`config.mk`:
```
export PLATFORM = sky130hd
export DESIGN_NAME = seg_scan_driver
export DESIGN_NICKNAME = d
export VERILOG_FILES = /design/src/rtl/seg_scan_driver.sv
export SDC_FILE = /design/constraint.sdc
export NUM_CORES = 1
export LEC_CHECK = 0
export CORE_UTILIZATION = 50
export CTS_CLUSTER_DIAMETER = 80
export CTS_CLUSTER_SIZE = 12
export DETAILED_ROUTE_END_ITERATION = 10
export PLACE_DENSITY = 0.76
export SYNTH_ARGS = -nofsm -noshare
export SYNTH_HDL_FRONTEND = slang
export SYNTH_SLANG_ARGS = --single-unit
```
`constraint.sdc`:
```
create_clock -name clk -period 5.2 [get_ports clk]
set_clock_uncertainty 0.1 [all_clocks]
set_input_delay 0.52 -clock clk [delete_from_list [all_inputs] [get_ports clk]]
set_output_delay 0.52 -clock clk [all_outputs]
set_load 0.01 [all_outputs]
```
`src/rtl/seg_scan_driver.sv`:
```
// Multiplexed 7-segment scan driver: prescaled digit scan, remappable commons,
// per-digit dp/blank/blink, leading-zero suppression, PWM and tear-free capture.
module seg_scan_driver #(
    parameter int          NUM_DIGITS     = 6,
    parameter int          COM_WIDTH      = 8,
    parameter logic [31:0] COM_MAP        = 32'h7632_1045,
    parameter int          SCAN_DIV       = 1000,
    parameter int          BLINK_DIV      = 250,
    parameter bit          COM_ACTIVE_LOW = 1'b1
) (
    input  logic                    clk,
    input  logic                    rst,
    input  logic [4*NUM_DIGITS-1:0] digits,
    input  logic [NUM_DIGITS-1:0]   dp_mask,
    input  logic [NUM_DIGITS-1:0]   blank_mask,
    input  logic [NUM_DIGITS-1:0]   blink_mask,
    input  logic                    lz_blank,
    input  logic [3:0]              brightness,
    output logic [7:0]              seg_data,
    output logic [COM_WIDTH-1:0]    seg_com,
    output logic                    frame_tick
);

    localparam int PW = $clog2(SCAN_DIV);
    localparam int OW = PW + 5;
    localparam int FW = (BLINK_DIV > 1) ? $clog2(BLINK_DIV) : 1;
    localparam logic [COM_WIDTH-1:0] COM_IDLE =
        COM_ACTIVE_LOW ? {COM_WIDTH{1'b1}} : {COM_WIDTH{1'b0}};

    logic [PW-1:0]           pres;
    logic [2:0]              slot;
    logic [FW-1:0]           fcnt;
    logic                    phase_on;
    logic [4*NUM_DIGITS-1:0] sh_digits;
    logic [NUM_DIGITS-1:0]   sh_dp;
    logic [NUM_DIGITS-1:0]   sh_blank;
    logic [NUM_DIGITS-1:0]   sh_blink;
    logic                    sh_lz;
    logic [3:0]              sh_bright;

    logic                    pres_wrap;
    logic                    frame_start;
    logic                    frame_end;
    logic [OW-1:0]           on_len;
    logic                    com_on;
    logic [3:0]              cur_dig;
    logic                    cur_dp;
    logic                    cur_blank;
    logic                    cur_blink;
    logic                    cur_lz;
    logic                    all_zero;
    logic [COM_WIDTH-1:0]    cur_com;
    logic [7:0]              seg_next;
    logic [COM_WIDTH-1:0]    com_next;

    function automatic logic [7:0] hex_seg(input logic [3:0] d);
        logic [7:0] s;
        unique case (d)
            4'h0: s = 8'h3F;
            4'h1: s = 8'h06;
            4'h2: s = 8'h5B;
            4'h3: s = 8'h4F;
            4'h4: s = 8'h66;
            4'h5: s = 8'h6D;
            4'h6: s = 8'h7D;
            4'h7: s = 8'h07;
            4'h8: s = 8'h7F;
            4'h9: s = 8'h6F;
            4'hA: s = 8'h77;
            4'hB: s = 8'h7C;
            4'hC: s = 8'h39;
            4'hD: s = 8'h5E;
            4'hE: s = 8'h79;
            4'hF: s = 8'h71;
        endcase
        return s;
    endfunction

    assign pres_wrap   = (pres == PW'(SCAN_DIV - 1));
    assign frame_start = (slot == 3'(NUM_DIGITS - 1)) && (pres == '0);
    assign frame_end   = (slot == 3'd0) && pres_wrap;
    assign on_len      = ((OW'(sh_bright) + OW'(1)) * OW'(SCAN_DIV)) >> 4;
    assign com_on      = (pres != '0) && (OW'(pres) < on_len);

    // Select the shadow fields of the digit in the current slot; a digit is
    // lz-dark when it and every more significant digit are zero.
    always_comb begin
        cur_dig   = 4'h0;
        cur_dp    = 1'b0;
        cur_blank = 1'b0;
        cur_blink = 1'b0;
        cur_lz    = 1'b0;
        cur_com   = COM_IDLE;
        all_zero  = 1'b1;
        for (int i = NUM_DIGITS - 1; i >= 0; i--) begin
            all_zero = all_zero && (sh_digits[4*i +: 4] == 4'h0);
            if (slot == 3'(i)) begin
                cur_dig   = sh_digits[4*i +: 4];
                cur_dp    = sh_dp[i];
                cur_blank = sh_blank[i];
                cur_blink = sh_blink[i];
                cur_lz    = sh_lz && (i != 0) && all_zero;
                cur_com   = COM_IDLE ^ (COM_WIDTH'(1) << COM_MAP[4*i +: 4]);
            end
        end
    end

    // Segment/common value for this slot; dark outside the PWM on-window.
    always_comb begin
        seg_next = 8'h00;
        com_next = COM_IDLE;
        if (com_on) begin
            com_next = cur_com;
            if (cur_blank) begin
                seg_next = 8'h00;
            end else if (cur_blink && !phase_on) begin
                seg_next = 8'h00;
            end else if (cur_lz) begin
                seg_next = {cur_dp, 7'h00};
            end else begin
                seg_next = hex_seg(cur_dig) | {cur_dp, 7'h00};
            end
        end
    end

    // Prescaler and slot counter; scan runs from the MSB digit down.
    always_ff @(posedge clk or posedge rst) begin
        if (rst) begin
            pres <= '0;
            slot <= 3'(NUM_DIGITS - 1);
        end else begin
            pres <= pres_wrap ? '0 : pres + PW'(1);
            if (pres_wrap) begin
                slot <= (slot == 3'd0) ? 3'(NUM_DIGITS - 1) : slot - 3'd1;
            end
        end
    end

    // Shadow capture at frame start keeps a frame's content consistent.
    always_ff @(posedge clk or posedge rst) begin
        if (rst) begin
            sh_digits <= '0;
            sh_dp     <= '0;
            sh_blank  <= '0;
            sh_blink  <= '0;
            sh_lz     <= 1'b0;
            sh_bright <= 4'h0;
        end else if (frame_start) begin
            sh_digits <= digits;
            sh_dp     <= dp_mask;
            sh_blank  <= blank_mask;
            sh_blink  <= blink_mask;
            sh_lz     <= lz_blank;
            sh_bright <= brightness;
        end
    end

    // Count completed frames; the phase flip lands on the next frame start.
    always_ff @(posedge clk or posedge rst) begin
        if (rst) begin
            fcnt     <= '0;
            phase_on <= 1'b1;
        end else if (frame_end) begin
            if (fcnt == FW'(BLINK_DIV - 1)) begin
                fcnt     <= '0;
                phase_on <= ~phase_on;
            end else begin
                fcnt <= fcnt + FW'(1);
            end
        end
    end

    // Registered pin drivers.
    always_ff @(posedge clk or posedge rst) begin
        if (rst) begin
            seg_data   <= 8'h00;
            seg_com    <= COM_IDLE;
            frame_tick <= 1'b0;
        end else begin
            seg_data   <= seg_next;
            seg_com    <= com_next;
            frame_tick <= frame_start;
        end
    end

endmodule

```
==> summary by stage <==
Worst setup path
The setup path with the least slack is of type reg2reg. The largest single stage delay on the critical path is roughly 0.52 ns. The nature of the critical path startpoint is a flip-flop. For this design, the slowest cell found on the critical path is sky130_fd_sc_hd__fa_1.

For the worst setup path, the data arrival time is between 5 and 6 ns. Data on the critical path is required at its endpoint by ~5.4 ns. The count of buffer and inverter cells on the critical path is 4. On the critical path the largest part of the delay comes from adder cells.

The highest net fanout along the worst path is 5. STA classifies the critical path endpoint as a flip-flop. The critical path goes through ha_4 > xor2_4 > buf_4 > ha_1 > inv_1 > fa_1 > fa_1 > inv_1 > ha_1 > a21o_1 > a21oi_2 > o21bai_1 > a21oi_1 > xnor2_1 > ha_1 > a21o_1 > a21oi_1 > nand2_1 > a41oi_2 > buf_4 > and2_1 > nand2_1. The most numerous cell on the critical path is sky130_fd_sc_hd__ha_1.

Cells and area
In the layout the commonest cells are sky130_fd_sc_hd__dfrtp_1, sky130_fd_sc_hd__clkdlybuf4s50_1, sky130_fd_sc_hd__mux2_2. The most common cell after layout, fill and taps aside is sky130_fd_sc_hd__dfrtp_1. The synthesis-to-layout area growth is 20.0%. After the last flow step, the layout net total stands at 604. The share of cells above drive strength 1 is between 10% and 20%. The count of inserted antenna diode cells is 0.

Pwr
Summed over all nets, the switching power comes to around 260 uW. The portion of total power attributed to sequential cells is 55.6%. Cell internal power was estimated by the tool at 911 uW.

The switching power share of the total is between 20% and 30%. The highest ir drop seen on vdd is ~0.12 mV. The leakage power figure is between 0.002 and 0.003 uW. The power density relative to cell area is slightly below 200 mW/mm2. The clock share of power is around 40%. Combinational cells account for under 10% of the total power.

Timing
The setup TNS is 0 ns. The maximum operating frequency is 201 MHz. The slew at the pin with the worst max-slew slack is around 1.0 ns. The worst-case hold slack is 0.394 ns. The number of pins exceeding their max-slew limit in the final report came to 0. The total of endpoints with negative setup slack in the final report is 0.

The final worst slack is 0.217 ns. The share of the cycle needed by the critical path after routing is a little over nine tenths. The number of hold violations in the final report is 0.

The worst-case headroom to the max-slew limit is between 30% and 40%. The shortest clock period the worst path allows after layout is 4.98 ns.

Route
The first TritonRoute pass finished after 6 iterations. The via density per instance is 5.46. The wire length per cell is 15.7 um. The DRC violation count after routing is 0. The number of vias after detailed routing is about 3600. In this run, the number of DRC markers left after iteration 0 of detailed routing was between 200 and 250.

The post-detailed-routing wire length is 10200 um. In this run the remaining antenna-violating nets after routing total 0.

Placement
The number of port buffers is 63. The last weighted congestion value of the routability-driven placer is 0.850. The minimum setup slack after placement is -0.0494 ns. The HPWL after detailed placement is around 7300 um.

Synth
The gate count of the mapped netlist is approximately 450. Synthesis inferred 84 register bits. The cell type with the largest total area after synthesis is sky130_fd_sc_hd__dfrtp_1. The post-synthesis cell area is 0.00496 mm2. In the post-synthesis netlist, the biggest area contributors are sky130_fd_sc_hd__dfrtp_1, sky130_fd_sc_hd__mux2_2, sky130_fd_sc_hd__ha_1. Of the synthesized area, sequential elements account for around 43%. In the synthesized netlist the dominant register cell turns out to be sky130_fd_sc_hd__dfrtp_1. A synthesized cell averages ~11 um2.

The top cell type by area accounts for between 30% and 40% of the synthesized area. Counting flops with a built-in enable in the synthesized netlist gives 0. The Yosys step of the flow raised 0 warnings. In the synthesized netlist the async set-or-reset flop fraction comes to between 90% and 100%. Counting distinct cell types in the post-synthesis netlist gives 67.

Floorplanning
The die is around 100 um tall. The core region is about 0.0097 mm2. The overall die width is roughly 100 um.

The starting density of the core is approximately half. The number of placed I/O pins is 66. The floorplan step defined a die boundary enclosing approximately 0.010 mm2. The number of placement rows is 36.

CTS
The TritonCTS buffer count is 9. The maximum count of clock buffers along a single path is 2. Clock-pin slew was measured on the worst setup and hold paths at about 0.09 ns. The H-tree depth reported by CTS is 3.

The CTS sink count is 84. The cell chosen for the clock root is sky130_fd_sc_hd__clkbuf_8. The CTS tree is done.

The insertion delay of the later-clocked pin in the worst-skew pair is roughly 0.35 ns.

Global route
Entering global routing, the biggest net connects between 40 and 50 pins. The global router's overall resource usage is around 21%. The total overflow left after global routing is 0. The first global-routing pass estimated 16500 um of wire. The number of antenna violations at the first check in global routing is 0. The number of global-route vias before repair is between 3000 and 4000.

Status
The flow ran to the end, and the final reports show no timing, DRC or antenna violations.

Run
Max-cap violations in this run came to 0.

Worst hold path
The tightest min-delay check is of the reg2reg type.
[logic make-up after synthesis]
logic type	share of synthesized area, %
buf+inv	5.85
fa+ha+maj	12.2
compound gates	11.4
simple gates	12.1
other cells	0.0755
mux	12.6
flops	42.6
xor+xnor	3.18
[flip-flops by register name, summed over array words and instances, names as in the netlist]
| signal | cells |
|---|---|
| sh_dp | 6 |
| sh_lz | 1 |
| sh_blank | 6 |
| seg_data | 8 |
| fcnt | 8 |
| pres | 10 |
| frame_tick | 1 |
| phase_on | 1 |
| sh_digits | 24 |
| sh_blink | 6 |
| seg_com | 6 |
| sh_bright | 4 |
| slot | 3 |
[cells in the mapped netlist (3+ instances only)]
library cell	number
sky130_fd_sc_hd__o41ai_1	3
sky130_fd_sc_hd__mux2i_1	7
sky130_fd_sc_hd__ha_1	34
sky130_fd_sc_hd__dfrtp_1	75
sky130_fd_sc_hd__fa_1	9
sky130_fd_sc_hd__nor3_1	9
sky130_fd_sc_hd__buf_2	4
sky130_fd_sc_hd__a21oi_1	16
sky130_fd_sc_hd__or3_1	3
sky130_fd_sc_hd__nor2b_1	5
sky130_fd_sc_hd__a221o_1	4
sky130_fd_sc_hd__and3_1	8
sky130_fd_sc_hd__inv_1	38
sky130_fd_sc_hd__buf_6	8
sky130_fd_sc_hd__mux2_1	8
sky130_fd_sc_hd__nand3_1	13
sky130_fd_sc_hd__and2_1	3
sky130_fd_sc_hd__dfstp_2	9
sky130_fd_sc_hd__buf_4	4
sky130_fd_sc_hd__nor4_1	5
sky130_fd_sc_hd__a21o_1	5
sky130_fd_sc_hd__xnor2_1	11
sky130_fd_sc_hd__o21ai_0	22
sky130_fd_sc_hd__nand2b_1	5
sky130_fd_sc_hd__nand2_1	25
sky130_fd_sc_hd__mux2_2	38
sky130_fd_sc_hd__nor2_1	23
sky130_fd_sc_hd__xor2_1	7
[worst register-to-register path: stages (launching register included)]
cell	delay (ns)
sky130_fd_sc_hd__dfrtp_1	0.45
sky130_fd_sc_hd__ha_4	0.22
sky130_fd_sc_hd__xor2_4	0.20
sky130_fd_sc_hd__buf_4	0.15
sky130_fd_sc_hd__ha_1	0.28
sky130_fd_sc_hd__inv_1	0.07
sky130_fd_sc_hd__fa_1	0.45
sky130_fd_sc_hd__fa_1	0.52
sky130_fd_sc_hd__inv_1	0.04
sky130_fd_sc_hd__ha_1	0.32
sky130_fd_sc_hd__a21o_1	0.20
sky130_fd_sc_hd__a21oi_2	0.15
sky130_fd_sc_hd__o21bai_1	0.08
sky130_fd_sc_hd__a21oi_1	0.18
sky130_fd_sc_hd__xnor2_1	0.14
sky130_fd_sc_hd__ha_1	0.27
sky130_fd_sc_hd__a21o_1	0.16
sky130_fd_sc_hd__a21oi_1	0.13
sky130_fd_sc_hd__nand2_1	0.08
sky130_fd_sc_hd__a41oi_2	0.26
sky130_fd_sc_hd__buf_4	0.19
sky130_fd_sc_hd__and2_1	0.16
sky130_fd_sc_hd__nand2_1	0.07
[per-layer routing]
metal	vias up	track usage, %	wire length (um)
met3	11	3.04	402
li1	1709	-	-
met4	0	5.46	127
met1	1755	29.8	4750
met5	-	0	0
met2	76	33.1	4950
[path summary, 6_finish.rpt]
kind | start | end | slack, ns | cells after the start
setup / recovery | sh_bright[0]$_DFFE_PP0P_ | seg_com[3]$_DFF_PP1_ | 0.22 | 22
hold / removal | sh_blink[3]$_DFFE_PP0P_ | sh_blink[3]$_DFFE_PP0P_ | 0.39 | 1
setup reg to reg | sh_bright[0]$_DFFE_PP0P_ | seg_com[3]$_DFF_PP1_ | 0.22 | 22
hold reg to reg | sh_blink[3]$_DFFE_PP0P_ | sh_blink[3]$_DFFE_PP0P_ | 0.39 | 1
max in group asynchronous | rst | sh_bright[2]$_DFFE_PP0P_ | 3.48 | 3
min in group asynchronous | rst | fcnt[5]$_DFFE_PP0P_ | 0.47 | 2
[what timing repair did]
item	4_1_cts	5_1_grt
setup endpoints to repair	5	14
gates resized for setup	2	11
pin swaps	0	2
hold buffers	0	0
buffers inserted	0	2
[power by group through the flow]
| stage | Combinational (uW) | Clock (uW) | Sequential, uW |
|---|---|---|---|
| finish | 50.5 | 471 | 653 |
| global route | 55.5 | 509 | 653 |
| CTS | 51.7 | 482 | 653 |
| detailed placement | 51.5 | 0 | 666 |
| global placement | 50.9 | 0 | 666 |
| floorplan | 11.5 | 0 | 666 |
[metrics by stage]
| step | power, uW | instance area (um2) | cells | util [%] |
|---|---|---|---|---|
| detailed placement | 717 | 5660 | 632 | 58.4 |
| finish | 1170 | 5960 | 650 | 61.5 |
| global placement | 717 | 5660 | 632 | 58.4 |
| floorplan | 677 | 4970 | 448 | - |
| global route | 1220 | 5960 | 650 | 61.5 |
| CTS | 1190 | 5870 | 648 | 60.7 |
[area by class of cell]
cell class              count  area, um2
clock buffers              10        128
clock inverters             6       71.3
fillers                   793       3720
inverters                  39        148
multi-input cells         308       2650
flip-flops and latches     84       2110
well taps                 133        166
repair buffers             70        683
Power figures use the tool's default switching activity.
